$ cat src/rtl/io_responder_if.sv
// io_responder_if: Core-side bus into the I/O responder (address, write data/enable, read data and mux select).
interface io_responder_if #(
   parameter int AddrWidth = 9
) ();
   logic [AddrWidth-1:0] addr;
   logic [7:0]           wdata;
   logic                 we;
   logic [7:0]           rdata;
   logic                 sel;

   modport master (output addr, wdata, we, input  rdata, sel);
   modport slave  (input  addr, wdata, we, output rdata, sel);
endinterface

$ cat src/rtl/io_responder.sv
// io_responder: LED, display, button and timer registers decoded in a 16-byte window on the Core bus.
// Define IO_IRQ_EN to add the irq output and the IRQ_MASK register at offset 0x8.
module io_responder #(
   parameter int                   AddrWidth   = 9,
   parameter logic [AddrWidth-1:0] BaseAddr    = 'h1F0,
   parameter int                   PrescaleDiv = 1000
) (
   input  logic          clk,
   input  logic          reset,
   io_responder_if.slave bus,
   input  logic [3:0]    btn_in,
   output logic [3:0]    led_out,
   output logic [15:0]   disp_out
`ifdef IO_IRQ_EN
   ,
   output logic          irq
`endif
);
   localparam int PW = (PrescaleDiv > 1) ? $clog2(PrescaleDiv) : 1;
   localparam logic [PW-1:0] PresTerm = PW'(PrescaleDiv - 1);

   logic [7:0]    rdata_q, rdata_d;
   logic          sel_q, sel_d;
   logic [3:0]    led_q, led_d;
   logic [7:0]    disp_lo_q, disp_lo_d, disp_hi_q, disp_hi_d;
   logic [3:0]    sync1_q, sync1_d, sync2_q, sync2_d, prev_q, prev_d;
   logic [3:0]    edge_q, edge_d, edge_clr;
   logic [PW-1:0] presc_q, presc_d;
   logic [15:0]   timer_q, timer_d;
   logic [7:0]    shadow_q, shadow_d;
   logic          ovf_q, ovf_d;
   logic          hit, rd, wr, tick, tmr_clr, wrap;
   logic [3:0]    off;
`ifdef IO_IRQ_EN
   logic [4:0]    mask_q, mask_d;
   logic          irq_q, irq_d;
`endif

   always_comb begin
      hit = bus.addr[AddrWidth-1:4] == BaseAddr[AddrWidth-1:4];
      off = bus.addr[3:0];
      rd  = hit & ~bus.we;
      wr  = hit & bus.we;

      sync1_d = btn_in;
      sync2_d = sync1_q;
      prev_d  = sync2_q;

      led_d     = (wr && off == 4'h0) ? bus.wdata[3:0] : led_q;
      disp_lo_d = (wr && off == 4'h1) ? bus.wdata      : disp_lo_q;
      disp_hi_d = (wr && off == 4'h2) ? bus.wdata      : disp_hi_q;

      // Set wins over read-clear and write-1-to-clear in the same cycle.
      edge_clr = 4'h0;
      if (rd && off == 4'h4) edge_clr = 4'hF;
      if (wr && off == 4'h4) edge_clr = bus.wdata[3:0];
      edge_d = (edge_q & ~edge_clr) | (sync2_q & ~prev_q);

      tick    = presc_q == PresTerm;
      tmr_clr = wr && off == 4'h5;
      presc_d = tick ? '0 : presc_q + PW'(1);
      timer_d = timer_q + 16'(tick);
      if (tmr_clr) begin
         presc_d = '0;
         timer_d = '0;
      end
      wrap = tick & (timer_q == 16'hFFFF) & ~tmr_clr;
      ovf_d = (ovf_q & ~(wr && off == 4'h7 && bus.wdata[0])) | wrap;

      // Reading TMR_LO freezes the high byte so a LO-then-HI read pair is coherent.
      shadow_d = (rd && off == 4'h5) ? timer_q[15:8] : shadow_q;

`ifdef IO_IRQ_EN
      mask_d = (wr && off == 4'h8) ? bus.wdata[4:0] : mask_q;
      irq_d  = |(edge_q & mask_q[3:0]) | (ovf_q & mask_q[4]);
`endif

      rdata_d = 8'h00;
      if (rd) begin
         case (off)
            4'h0:    rdata_d = {4'h0, led_q};
            4'h1:    rdata_d = disp_lo_q;
            4'h2:    rdata_d = disp_hi_q;
            4'h3:    rdata_d = {4'h0, sync2_q};
            4'h4:    rdata_d = {4'h0, edge_q};
            4'h5:    rdata_d = timer_q[7:0];
            4'h6:    rdata_d = shadow_q;
            4'h7:    rdata_d = {7'h00, ovf_q};
`ifdef IO_IRQ_EN
            4'h8:    rdata_d = {3'h0, mask_q};
`endif
            default: rdata_d = 8'h00;
         endcase
      end
      sel_d = hit;
   end

   always_ff @(posedge clk or posedge reset) begin
      if (reset) begin
         rdata_q   <= '0;
         sel_q     <= 1'b0;
         led_q     <= '0;
         disp_lo_q <= '0;
         disp_hi_q <= '0;
         sync1_q   <= '0;
         sync2_q   <= '0;
         prev_q    <= '0;
         edge_q    <= '0;
         presc_q   <= '0;
         timer_q   <= '0;
         shadow_q  <= '0;
         ovf_q     <= 1'b0;
`ifdef IO_IRQ_EN
         mask_q    <= '0;
         irq_q     <= 1'b0;
`endif
      end else begin
         rdata_q   <= rdata_d;
         sel_q     <= sel_d;
         led_q     <= led_d;
         disp_lo_q <= disp_lo_d;
         disp_hi_q <= disp_hi_d;
         sync1_q   <= sync1_d;
         sync2_q   <= sync2_d;
         prev_q    <= prev_d;
         edge_q    <= edge_d;
         presc_q   <= presc_d;
         timer_q   <= timer_d;
         shadow_q  <= shadow_d;
         ovf_q     <= ovf_d;
`ifdef IO_IRQ_EN
         mask_q    <= mask_d;
         irq_q     <= irq_d;
`endif
      end
   end

   assign bus.rdata = rdata_q;
   assign bus.sel   = sel_q;
   assign led_out   = led_q;
   assign disp_out  = {disp_hi_q, disp_lo_q};
`ifdef IO_IRQ_EN
   assign irq       = irq_q;
`endif
endmodule

$ cat src/flat_wrapper.sv
// flat-port wrapper written by rule: the top's interface ports become plain ports
module io_responder_flat 
#(
   parameter int                   AddrWidth   = 9,
   parameter logic [AddrWidth-1:0] BaseAddr    = 'h1F0,
   parameter int                   PrescaleDiv = 1000
)
  (clk, reset, btn_in, led_out, disp_out, bus_addr, bus_wdata, bus_we, bus_rdata, bus_sel);
  io_responder_if #(.AddrWidth(AddrWidth)) bus_i ();
  input  logic clk;
  input  logic reset;
  input  logic [3:0] btn_in;
  output logic [3:0] led_out;
  output logic [15:0] disp_out;
  input wire logic [$bits(bus_i.addr)-1:0] bus_addr;
  input wire logic [$bits(bus_i.wdata)-1:0] bus_wdata;
  input wire logic [$bits(bus_i.we)-1:0] bus_we;
  output wire logic [$bits(bus_i.rdata)-1:0] bus_rdata;
  output wire logic [$bits(bus_i.sel)-1:0] bus_sel;
  assign bus_i.addr = bus_addr;
  assign bus_i.wdata = bus_wdata;
  assign bus_i.we = bus_we;
  assign bus_rdata = bus_i.rdata;
  assign bus_sel = bus_i.sel;
  io_responder #(.AddrWidth(AddrWidth), .BaseAddr(BaseAddr), .PrescaleDiv(PrescaleDiv)) u_core (.clk(clk), .reset(reset), .bus(bus_i), .btn_in(btn_in), .led_out(led_out), .disp_out(disp_out));
endmodule
$ cat config.mk
export PLATFORM = sky130hd
export DESIGN_NAME = io_responder_flat
export DESIGN_NICKNAME = d
export VERILOG_FILES = /design/src/rtl/io_responder_if.sv /design/src/rtl/io_responder.sv /design/src/flat_wrapper.sv
export SDC_FILE = /design/constraint.sdc
export NUM_CORES = 1
export LEC_CHECK = 0
export CORE_ASPECT_RATIO = 1.75
export CORE_MARGIN = 2
export CORE_UTILIZATION = 50
export DETAILED_ROUTE_END_ITERATION = 16
export PLACE_DENSITY = 0.73
export SETUP_SLACK_MARGIN = 0.3
export SLEW_MARGIN = 0
export SYNTH_ARGS = -nofsm -noshare
export SYNTH_HDL_FRONTEND = slang
export SYNTH_SLANG_ARGS = --single-unit
$ cat constraint.sdc
create_clock -name clk -period 3.5 [get_ports clk]
set_clock_uncertainty 0.2 [all_clocks]
set_input_delay 0.525 -clock clk [delete_from_list [all_inputs] [get_ports clk]]
set_output_delay 0.525 -clock clk [all_outputs]
set_load 0.02 [all_outputs]
==> results of run 1 <==
Yosys cell counts (all sizes together) (2+ instances only):
cell / n
nor2: 36
and4: 4
a31oi: 3
o2bb2ai: 3
clkbuf: 5
nand2: 9
mux2: 29
buf: 11
o31ai: 2
nand3: 14
or3: 2
inv: 10
dfrtp: 80
nor2b: 11
nand2b: 2
nor3: 6
xor2: 12
nand3b: 2
nor4: 2
a222oi: 4
and3: 2
a21oi: 5
nand4: 15
xnor2: 10
a22o: 6
mux2i: 6
ha: 3
nor3b: 3
o21ai: 11
cell usage in the layout (no fill, tap or decap), drive strengths merged, types with 3 or more instances in the layout:
cell,Yosys,final
a21oi,5,5
a222oi,4,4
a22o,6,6
a31oi,3,3
and4,4,4
buf,11,6
clkbuf,5,13
clkdlybuf4s50,0,52
dfrtp,80,80
ha,3,3
inv,10,10
mux2,29,29
mux2i,6,6
nand2,9,9
nand3,14,14
nand4,15,15
nor2,36,36
nor2b,11,11
nor3,6,6
nor3b,3,3
o21ai,11,11
o2bb2ai,3,3
xnor2,10,10
xor2,12,12
layout make-up:
cell class | instances | share of cell area
timing repair buffer | 58 | 0.128
clock inverter | 3 | 0.00888
sequential | 80 | 0.444
inverter | 10 | 0.00832
tap | 86 | 0.0239
multi-input combinational | 209 | 0.329
clock buffer | 13 | 0.0577
sequential cells by signal, indices dropped and copies added (netlist names):
signal,cells
u_core.timer_q,16
u_core.presc_q,10
u_core.bus.rdata,8
u_core.disp_hi_q,8
u_core.disp_lo_q,8
u_core.shadow_q,8
u_core.edge_q,4
u_core.led_out,4
u_core.prev_d,4
u_core.prev_q,4
u_core.sync1_q,4
u_core.bus.sel,1
u_core.ovf_q,1
worst reg2reg max path, stage by stage (launching register included):
cell	delay, ns
dfrtp_1	0.38
ha_1	0.25
nand4b_1	0.12
nor3_1	0.33
ha_1	0.38
nand4_1	0.15
nor4_1	0.36
xnor2_1	0.17
nor2_1	0.05
per-stage QoR:
| stage | worst slack, ns | hold WS (ns) | cells | area, um2 |
|---|---|---|---|---|
| 6_report | 0.939 | 0.149 | 459 | 4510 |
| 3_5_place_dp | 0.647 | 0.136 | 443 | 4210 |
| 5_1_grt | 0.831 | 0.154 | 459 | 4510 |
| 3_3_place_gp | 0.667 | 0.134 | 443 | 4210 |
| 4_1_cts | 0.971 | 0.149 | 459 | 4510 |
| 2_1_floorplan | 0.723 | 0.131 | 315 | 3600 |
report_power, final:
part           switching [W]  leakage, nW  total (W)  internal (W)
clock network       0.000346        0.150   0.000935      0.000589
registers          0.0000742        0.976    0.00106      0.000990
logic               0.000117        0.783   0.000224      0.000107
cell families (layout without fill, tap and decap cells):
group                    after synthesis  after routing  synth area share
adder cells (fa/ha/maj)                3              3            0.0104
AND/OR/NAND/NOR                      113            113             0.171
buffers and inverters                 26             84            0.0326
AO/OA/AOI/OAI                         36             36            0.0698
multiplexers                          35             35             0.107
flip-flops                            80             80             0.555
XOR/XNOR                              22             22            0.0535
metal layers:
metal / routed length (um) / up-vias / global-route usage
met3: 302 / 25 / 0.0434
met4: 334 / 0 / 0.137
li1: - / 1225 / -
met2: 4600 / 79 / 0.413
met1: 3090 / 1346 / 0.251
met5: 0 / - / 0
worst paths after layout:
kind	end
setup / recovery	u_core.disp_hi_q[4]$_DFFE_PP0P_
max in group asynchronous	u_core.disp_hi_q[6]$_DFFE_PP0P_
setup reg to reg	u_core.timer_q[15]$_DFF_PP0_
hold / removal	u_core.prev_d[2]$_DFF_PP0_
min in group asynchronous	u_core.prev_d[3]$_DFF_PP0_
hold reg to reg	u_core.prev_d[2]$_DFF_PP0_
==> flow_summary_export.csv, run 1 <==
group,metric,value,unit
global_routing,grt_pass1_vias,2749,
sta,hold_viol_final,0,
clocking,insertion_delay,0.34,ns
critical_path,crit_cells,5,
synth,yosys.area.top_type,"dfrtp_1",
route,firstDrtPassIters,4,
synth,synth_top_area_share,0.555,
synth,synth_cell_types,41,
clocking,root_buffer,"clkbuf_16",
die,std_cell_rows,41,
placement,place_congestion,0.909,
finish,nNetsFinal,395,
synth,synth_area_leaders,"dfrtp_1, mux2_2, nor2_1, xor2_1, nand4_1",
power_and_ir_drop,total_power,0.00222,W
route,vias,2675,
route,drt_iter0_drc,237,
critical_path,cp-start-kind,"primary input",
sta,maxSlewHeadroom,0.540,
synth,synthCells,315,
critical_path,reg2reg_slack,1.00,ns
clocking,cts.sinks,80,
critical_path,crit_family,"simple AND/OR/NAND/NOR gates",
min_path,hold_depth,0,
critical_path,path_class,"in2reg",
clocking,cts_tree,"done",
synth,ys_seq_area_frac,0.555,
synth,avgSynthCellArea,11.4,um2
critical_path,path_cells,"clkdlybuf4s50_1, nor2_2, nand4_1, nor2_2, mux2_2",
sta,maxSlewViolCount,0,
critical_path,startpoint,"bus_addr[3]",
critical_path,worstPathMaxFanout,8,
critical_path,cpMaxStageDelayCell,"clkdlybuf4s50_1",
route,viasPerCell,5.83,
min_path,hp-class,"reg2reg",
sta,rsz0062_at_grt,"no",
synth,synth-main-ff-cell,"dfrtp_1",
power_and_ir_drop,peakVddDrop,0.000338,V
synth,netlist_area,3600,um2
clocking,post_cts_buffers,0,
synth,synth_nets,342,
critical_path,r2r-start,"u_core.presc_q[0]$_DFF_PP0_",
synth,synth-seq-cells,80,
route,drc,0,
power_and_ir_drop,p_leak,1.91,nW
flow_run,cap_violations,0,
synth,synth_edf_count,0,
synth,ys_warn_count,0,
clocking,holdBufCountCts,0,
die,pin_count,53,
critical_path,crit_buf_inv,1,
critical_path,arrival,2.58,ns
finish,n_fill_cell,577,
critical_path,cp-end-kind,"flop",
critical_path,critPathMostFrequentCell,"nor2_2",
sta,fin_crit,2.56,ns
global_routing,grt_pass1_wl,13.5,mm
finish,regArea,2000,um2
die,die_area,7930,um2
die,fp.dieH,116,um
sta,fin_tns_setup,0,ns
placement,place_hpwl,6.11,mm
critical_path,cp.required,3.52,ns
power_and_ir_drop,p_per_area,493,nW/um2
critical_path,worst_path_largest_cell_delay,0.55,ns
global_routing,antenna_found_initial,0,
finish,utilization,0.637,
clocking,path_clk_slew,0.05,ns
route,ant_nets,0,
sta,worst_slew_pin_slew,0.688,ns
global_routing,grtUsageTotal,0.234,
clocking,cts_htree_levels,3,
run_status,status,"complete, no violations",
finish,multi_input_area,1490,um2
global_routing,grt_max_degree,52,
sta,setup_violations,0,
finish,syn_to_final_growth,25.1,%
global_routing,grt_overflow_total,0,
synth,ys_async_sr_fraction,1.00,
route,routed_wl,8.32,mm
die,die_w,68.2,um
sta,post-route-period-util,0.732,
die,coreArea,7080,um2
min_path,worstHoldStart,"u_core.sync1_q[2]$_DFF_PP0_",
die,start_util,0.509,
placement,io_buffers,52,
finish,diodes,0,
clocking,ctsLongestPathBuffers,2,
critical_path,rr_worst_depth,8,
finish,drive_above_1_share,0.147,
sta,clock.fmax,391,MHz
clocking,cts_buffers,9,
clocking,cts_resized,0,
route,wl_per_cell,18.1,um
No activity file was read; power rests on OpenSTA's default activity.
==> run 2: changes to the inputs <==
Settings changed: CORE_UTILIZATION 50 to 49, PLACE_DENSITY 0.73 to 0.75.
Clock period 3.5 ns to 2.1 ns, I/O delays scaled along.
==> run 2 against run 1 <==
  * First-iteration DRC count is 5.1% higher
  * Global-route usage hardly changed
  * Utilization is 4.9 points higher
  * Flip-flop and latch count stayed put
  * Routed wire length is 5.3% higher
  * Hold slack worse by 0.061 ns
  * Combinational power is 110% higher
  * Sequential power is 66% higher
  * Die area is 1.9% higher
  * Critical path depth is 1 higher
  * Clock power is 86% higher
  * Largest cell class unchanged
==> flow_summary_export.csv, run 2 (synthesized netlist as in run 1, its figures left out) <==
group,metric,value,unit
sta,setup_violations,0,
route,wl_per_cell,17.8,um
placement,place_congestion,0.865,
clocking,cts_buffers,9,
critical_path,rr_worst_depth,6,
sta,fin_crit,2.04,ns
critical_path,arrival,2.10,ns
critical_path,path_class,"reg2reg",
clocking,cts.sinks,80,
power_and_ir_drop,peakVddDrop,0.000674,V
finish,nNetsFinal,427,
global_routing,grtUsageTotal,0.234,
critical_path,reg2reg_slack,0.06,ns
route,routed_wl,8.76,mm
finish,diodes,0,
sta,fin_tns_setup,0,ns
finish,top_regs,"u_core.timer_q: 16 flops, u_core.presc_q: 10 flops",
critical_path,cp-start-kind,"flop",
sta,rsz0062_at_grt,"yes",
finish,largest_reg_flops,16,
route,ant_nets,0,
placement,place_hpwl,6.10,mm
die,start_util,0.502,
global_routing,grt_overflow_total,0,
die,die_area,8090,um2
sta,maxSlewViolCount,0,
clocking,cts_tree,"done",
global_routing,grt_pass1_wl,14.0,mm
clocking,insertion_delay,0.34,ns
clocking,cts_htree_levels,3,
sta,maxSlewHeadroom,0.767,
global_routing,grt_max_degree,46,
route,vias,2777,
route,drc,0,
critical_path,r2r-end,"u_core.timer_q[13]$_DFF_PP0_",
critical_path,cp.required,2.16,ns
sta,hold_viol_final,0,
die,std_cell_rows,41,
finish,fin_area,4930,um2
run_status,status,"complete, no violations",
critical_path,r2r-start,"u_core.presc_q[6]$_DFF_PP0_",
critical_path,worstPathMaxFanout,4,
clocking,root_buffer,"clkbuf_16",
finish,n_fill_cell,514,
sta,post-route-period-util,0.970,
flow_run,cap_violations,0,
power_and_ir_drop,p_leak,2.34,nW
route,drt_iter0_drc,249,
critical_path,startpoint,"u_core.presc_q[6]$_DFF_PP0_",
critical_path,crit_end,"u_core.timer_q[13]$_DFF_PP0_",
placement,placed_area,4460,um2
finish,syn_to_final_growth,36.7,%
die,pin_count,53,
die,die_w,68.8,um
finish,layout_commonest_cell,"dfrtp_1",
route,firstDrtPassIters,4,
min_path,hp-class,"in2async",
finish,layout_common_cells,"dfrtp_1, nor2_1, mux2_2, dlygate4sd2_1, buf_4",
power_and_ir_drop,p_per_area,807,nW/um2
route,viasPerCell,5.66,
placement,io_buffers,52,
clocking,ctsLongestPathBuffers,2,
die,coreArea,7180,um2
sta,worst_slew_pin_slew,0.349,ns
clocking,path_clk_slew,0.06,ns
finish,drive_above_1_share,0.254,
finish,largest_register,"u_core.timer_q",
sta,clock.fmax,491,MHz
global_routing,antenna_found_initial,0,
critical_path,cp-end-kind,"flop",
die,fp.dieH,117,um
global_routing,grt_pass1_vias,2834,
[run 2: final cells by class]
class | count | area [um2] | share of cell area
Clock buffer | 9 | 225 | 0.0457
Timing Repair Buffer | 90 | 870 | 0.176
Multi-Input combinational cell | 209 | 1570 | 0.319
Tap cell | 86 | 108 | 0.0218
Inverter | 10 | 41.3 | 0.00838
Clock inverter | 7 | 110 | 0.0223
Sequential cell | 80 | 2000 | 0.406
[run 2: power by group]
part	switching, W	leakage, nW	internal, W
Sequential	0.000109	0.976	0.00165
Clock	0.000590	0.169	0.00115
Combinational	0.000243	1.19	0.000232
[run 2: worst max-delay path, stage by stage, from the launching register on]
cell	delay (ns)
dfrtp_1	0.41
nand4_1	0.21
nor3_4	0.32
ha_4	0.23
nand2_4	0.06
or4_1	0.39
a21oi_1	0.14
[run 2: worst min-delay path by stage]
stage / from / end / cells past startpoint
floorplan: u_core.sync1_q[0]$_DFF_PP0_ / u_core.prev_d[0]$_DFF_PP0_ / 0
global placement: u_core.sync1_q[1]$_DFF_PP0_ / u_core.prev_d[1]$_DFF_PP0_ / 0
detailed placement: u_core.sync1_q[3]$_DFF_PP0_ / u_core.prev_d[3]$_DFF_PP0_ / 0
CTS: reset / u_core.edge_q[1]$_DFF_PP0_ / 2
global route: reset / u_core.prev_d[2]$_DFF_PP0_ / 2
finish: reset / u_core.edge_q[1]$_DFF_PP0_ / 2
[run 2: metal layers]
metal	share of wire	global-route usage	routed length [um]
met1	0.37	0.264	3240
met2	0.56	0.403	4940
met3	0.038	0.0459	336
met4	0.028	0.113	244
met5	0	0	0
[run 2: what timing repair did]
action,in CTS,in global routing
pin swaps,8,13
endpoints found under the setup margin,79,62
resized for setup,37,23
hold buffers,0,0
buffers inserted,3,3
[run 2: stage by stage]
| step | utilization | power (W) | instances | setup slack (ns) | hold slack [ns] |
|---|---|---|---|---|---|
| finish | 0.686 | 0.00397 | 491 | 0.0622 | 0.0882 |
| global route | 0.686 | 0.00415 | 491 | -0.0728 | 0.112 |
| CTS | 0.672 | 0.00400 | 488 | 0.0584 | 0.0954 |
| detailed placement | 0.621 | 0.00223 | 469 | -0.232 | 0.135 |
| global placement | 0.621 | 0.00221 | 469 | -0.138 | 0.133 |
| floorplan | - | 0.00202 | 315 | 0.0975 | 0.131 |
==> run 3: changes to the inputs <==
--- a/config.mk
+++ b/config.mk
@@ -9,5 +9,7 @@
 export CORE_MARGIN = 2
 export CORE_UTILIZATION = 49
+export CTS_CLUSTER_DIAMETER = 80
 export DETAILED_ROUTE_END_ITERATION = 16
+export GPL_ROUTABILITY_DRIVEN = 1
 export PLACE_DENSITY = 0.75
 export SETUP_SLACK_MARGIN = 0.3
==> constraint.sdc (replaced) <==
create_clock -name clk -period 2.1 [get_ports clk]
set_clock_uncertainty 0.2 [all_clocks]
set_input_delay 0.42 -clock clk [delete_from_list [all_inputs] [get_ports clk]]
set_output_delay 0.42 -clock clk [all_outputs]
set_load 0.02 [all_outputs]
==> run 3 against run 2 <==
  * Clock power down 14%
  * Utilization up 1.1 points
  * Final cell count up 2.0%
  * Hold slack better by 0.057 ns
  * Non-clock buffer count up 10
  * Sequential share of layout area down 0.60 points
  * Critical path type unchanged
  * Largest power group unchanged
  * Highest routed layer unchanged
==> flow_summary_export.csv, run 3 (synthesized netlist as in run 1, its figures left out) <==
group,metric,value,unit
run_status,status,"complete, no violations",
die,start_util,0.502,
sta,maxSlewHeadroom,0.717,
power_and_ir_drop,p_int,0.00279,W
sta,fin_tns_setup,0,ns
sta,clock.fmax,485,MHz
finish,largest_register,"u_core.timer_q",
route,viasPerCell,5.66,
die,die_w,68.8,um
global_routing,grt_pass1_wl,14.6,mm
placement,place_congestion,0.923,
flow_run,cap_violations,0,
power_and_ir_drop,p_per_area,748,nW/um2
global_routing,grt_pass1_vias,3112,
critical_path,crit_buf_inv,1,
critical_path,crit_family,"simple AND/OR/NAND/NOR gates",
finish,syn_to_final_growth,38.8,%
global_routing,antenna_found_initial,0,
sta,maxSlewViolCount,0,
critical_path,reg2reg_slack,0.04,ns
die,coreArea,7180,um2
power_and_ir_drop,peakVddDrop,0.000700,V
placement,dp_worst_setup_slack,-0.331,ns
finish,fin_area,5000,um2
critical_path,cp-start-kind,"flop",
placement,placed_area,4510,um2
critical_path,cpMaxStageDelayCell,"dfrtp_1",
clocking,cts_htree_levels,3,
global_routing,grtUsageTotal,0.243,
finish,layout_common_cells,"dfrtp_1, buf_4, nor2_1, dlygate4sd2_1, mux2_4",
sta,setup_violations,0,
critical_path,worst_path_largest_cell_delay,0.36,ns
placement,dp_cells,472,
sta,hold_viol_final,0,
clocking,cts_tree,"done",
route,routed_wl,8.88,mm
finish,diodes,0,
route,firstDrtPassIters,4,
critical_path,cp-end-kind,"flop",
route,drc,0,
clocking,root_buffer,"clkbuf_16",
die,fp.dieH,117,um
route,drt_iter0_drc,223,
critical_path,arrival,2.09,ns
placement,place_hpwl,6.11,mm
placement,io_buffers,52,
route,wl_per_cell,17.7,um
finish,top_regs,"u_core.timer_q: 16 flops, u_core.presc_q: 10 flops",
sta,rsz0062_at_grt,"yes",
clocking,cts.sinks,80,
power_and_ir_drop,total_power,0.00374,W
global_routing,grt_max_degree,81,
critical_path,worstPathMaxFanout,2,
critical_path,cp.required,2.13,ns
power_and_ir_drop,clockPowerShare,0.398,
die,pin_count,53,
power_and_ir_drop,seqPwrFrac,0.470,
die,die_area,8090,um2
clocking,cts_buffers,9,
route,vias,2836,
sta,post-route-period-util,0.982,
sta,worst_slew_pin_slew,0.425,ns
min_path,hp-class,"reg2reg",
route,ant_nets,0,
power_and_ir_drop,netSwitchingFraction,0.256,
power_and_ir_drop,p_comb_frac,0.131,
finish,layout_commonest_cell,"dfrtp_1",
power_and_ir_drop,p_leak,2.31,nW
critical_path,path_cells,"ha_2, nand4b_1, nor3_4, buf_6, ha_4, nand3_4, nor4_4, xnor2_1, nor2_1",
finish,nNetsFinal,437,
sta,fin_crit,2.06,ns
finish,stdcell_count,501,
global_routing,grt_overflow_total,0,
clocking,ctsLongestPathBuffers,2,
sta,worst_slack,0.0369,ns
finish,largest_reg_flops,16,
clocking,path_clk_slew,0.06,ns
finish,drive_above_1_share,0.301,
clocking,insertion_delay,0.34,ns
critical_path,path_class,"reg2reg",
die,std_cell_rows,41,
power_and_ir_drop,p_sw,0.000957,W
run 3: timing repair:
action,in CTS,in global routing
endpoints found under the setup margin,95,36
pin swaps,11,8
cloned,0,0
resized for setup,64,26
hold buffers,0,0
setup buffers,12,1
run 3: worst paths after layout:
path / from / to / depth (start not counted)
max reg2reg: u_core.presc_q[1]$_DFF_PP0_ / u_core.timer_q[14]$_DFF_PP0_ / 9
max in group asynchronous: reset / u_core.timer_q[5]$_DFF_PP0_ / 3
max: u_core.presc_q[1]$_DFF_PP0_ / u_core.timer_q[14]$_DFF_PP0_ / 9
min: u_core.sync1_q[1]$_DFF_PP0_ / u_core.prev_d[1]$_DFF_PP0_ / 0
min reg2reg: u_core.sync1_q[1]$_DFF_PP0_ / u_core.prev_d[1]$_DFF_PP0_ / 0
min in group asynchronous: reset / u_core.prev_q[3]$_DFF_PP0_ / 3
run 3: power groups by stage:
stage                     combinational (W)  clock, W  sequential, W
after detailed placement           0.000463         0        0.00178
after CTS                          0.000486   0.00153        0.00176
final                              0.000492   0.00149        0.00176
after floorplan                    0.000250         0        0.00178
after global routing               0.000545   0.00159        0.00178
after global placement             0.000448         0        0.00177
run 3: worst register-to-register path, stage by stage, from the launching register on:
cell      delay [ns]
dfrtp_1         0.36
ha_2            0.18
nand4b_1        0.14
nor3_4          0.16
buf_6           0.13
ha_4            0.16
nand3_4         0.09
nor4_4          0.32
xnor2_1         0.15
nor2_1          0.05
run 3: final cells by class:
class,instances,area [um2]
Fill cell,507,2180
Sequential cell,80,2000
Multi-Input combinational cell,209,1680
Timing Repair Buffer,100,881
Clock buffer,12,267
Tap cell,86,108
Inverter,10,41.3
Clock inverter,4,26.3
run 3: per-layer routing:
layer  vias up  part of all wire  track usage
met4         0             0.050        0.154
met3        32             0.037       0.0497
met5         -                 0            0
met1      1409              0.36        0.249
met2        83              0.55        0.421
li1       1312                 -            -
run 3: stage by stage:
step           hold WS, ns  utilization
2_1_floorplan        0.131            -
3_3_place_gp         0.135        0.627
3_5_place_dp         0.136        0.627
4_1_cts              0.148        0.691
5_1_grt              0.164        0.697
6_report             0.145        0.697
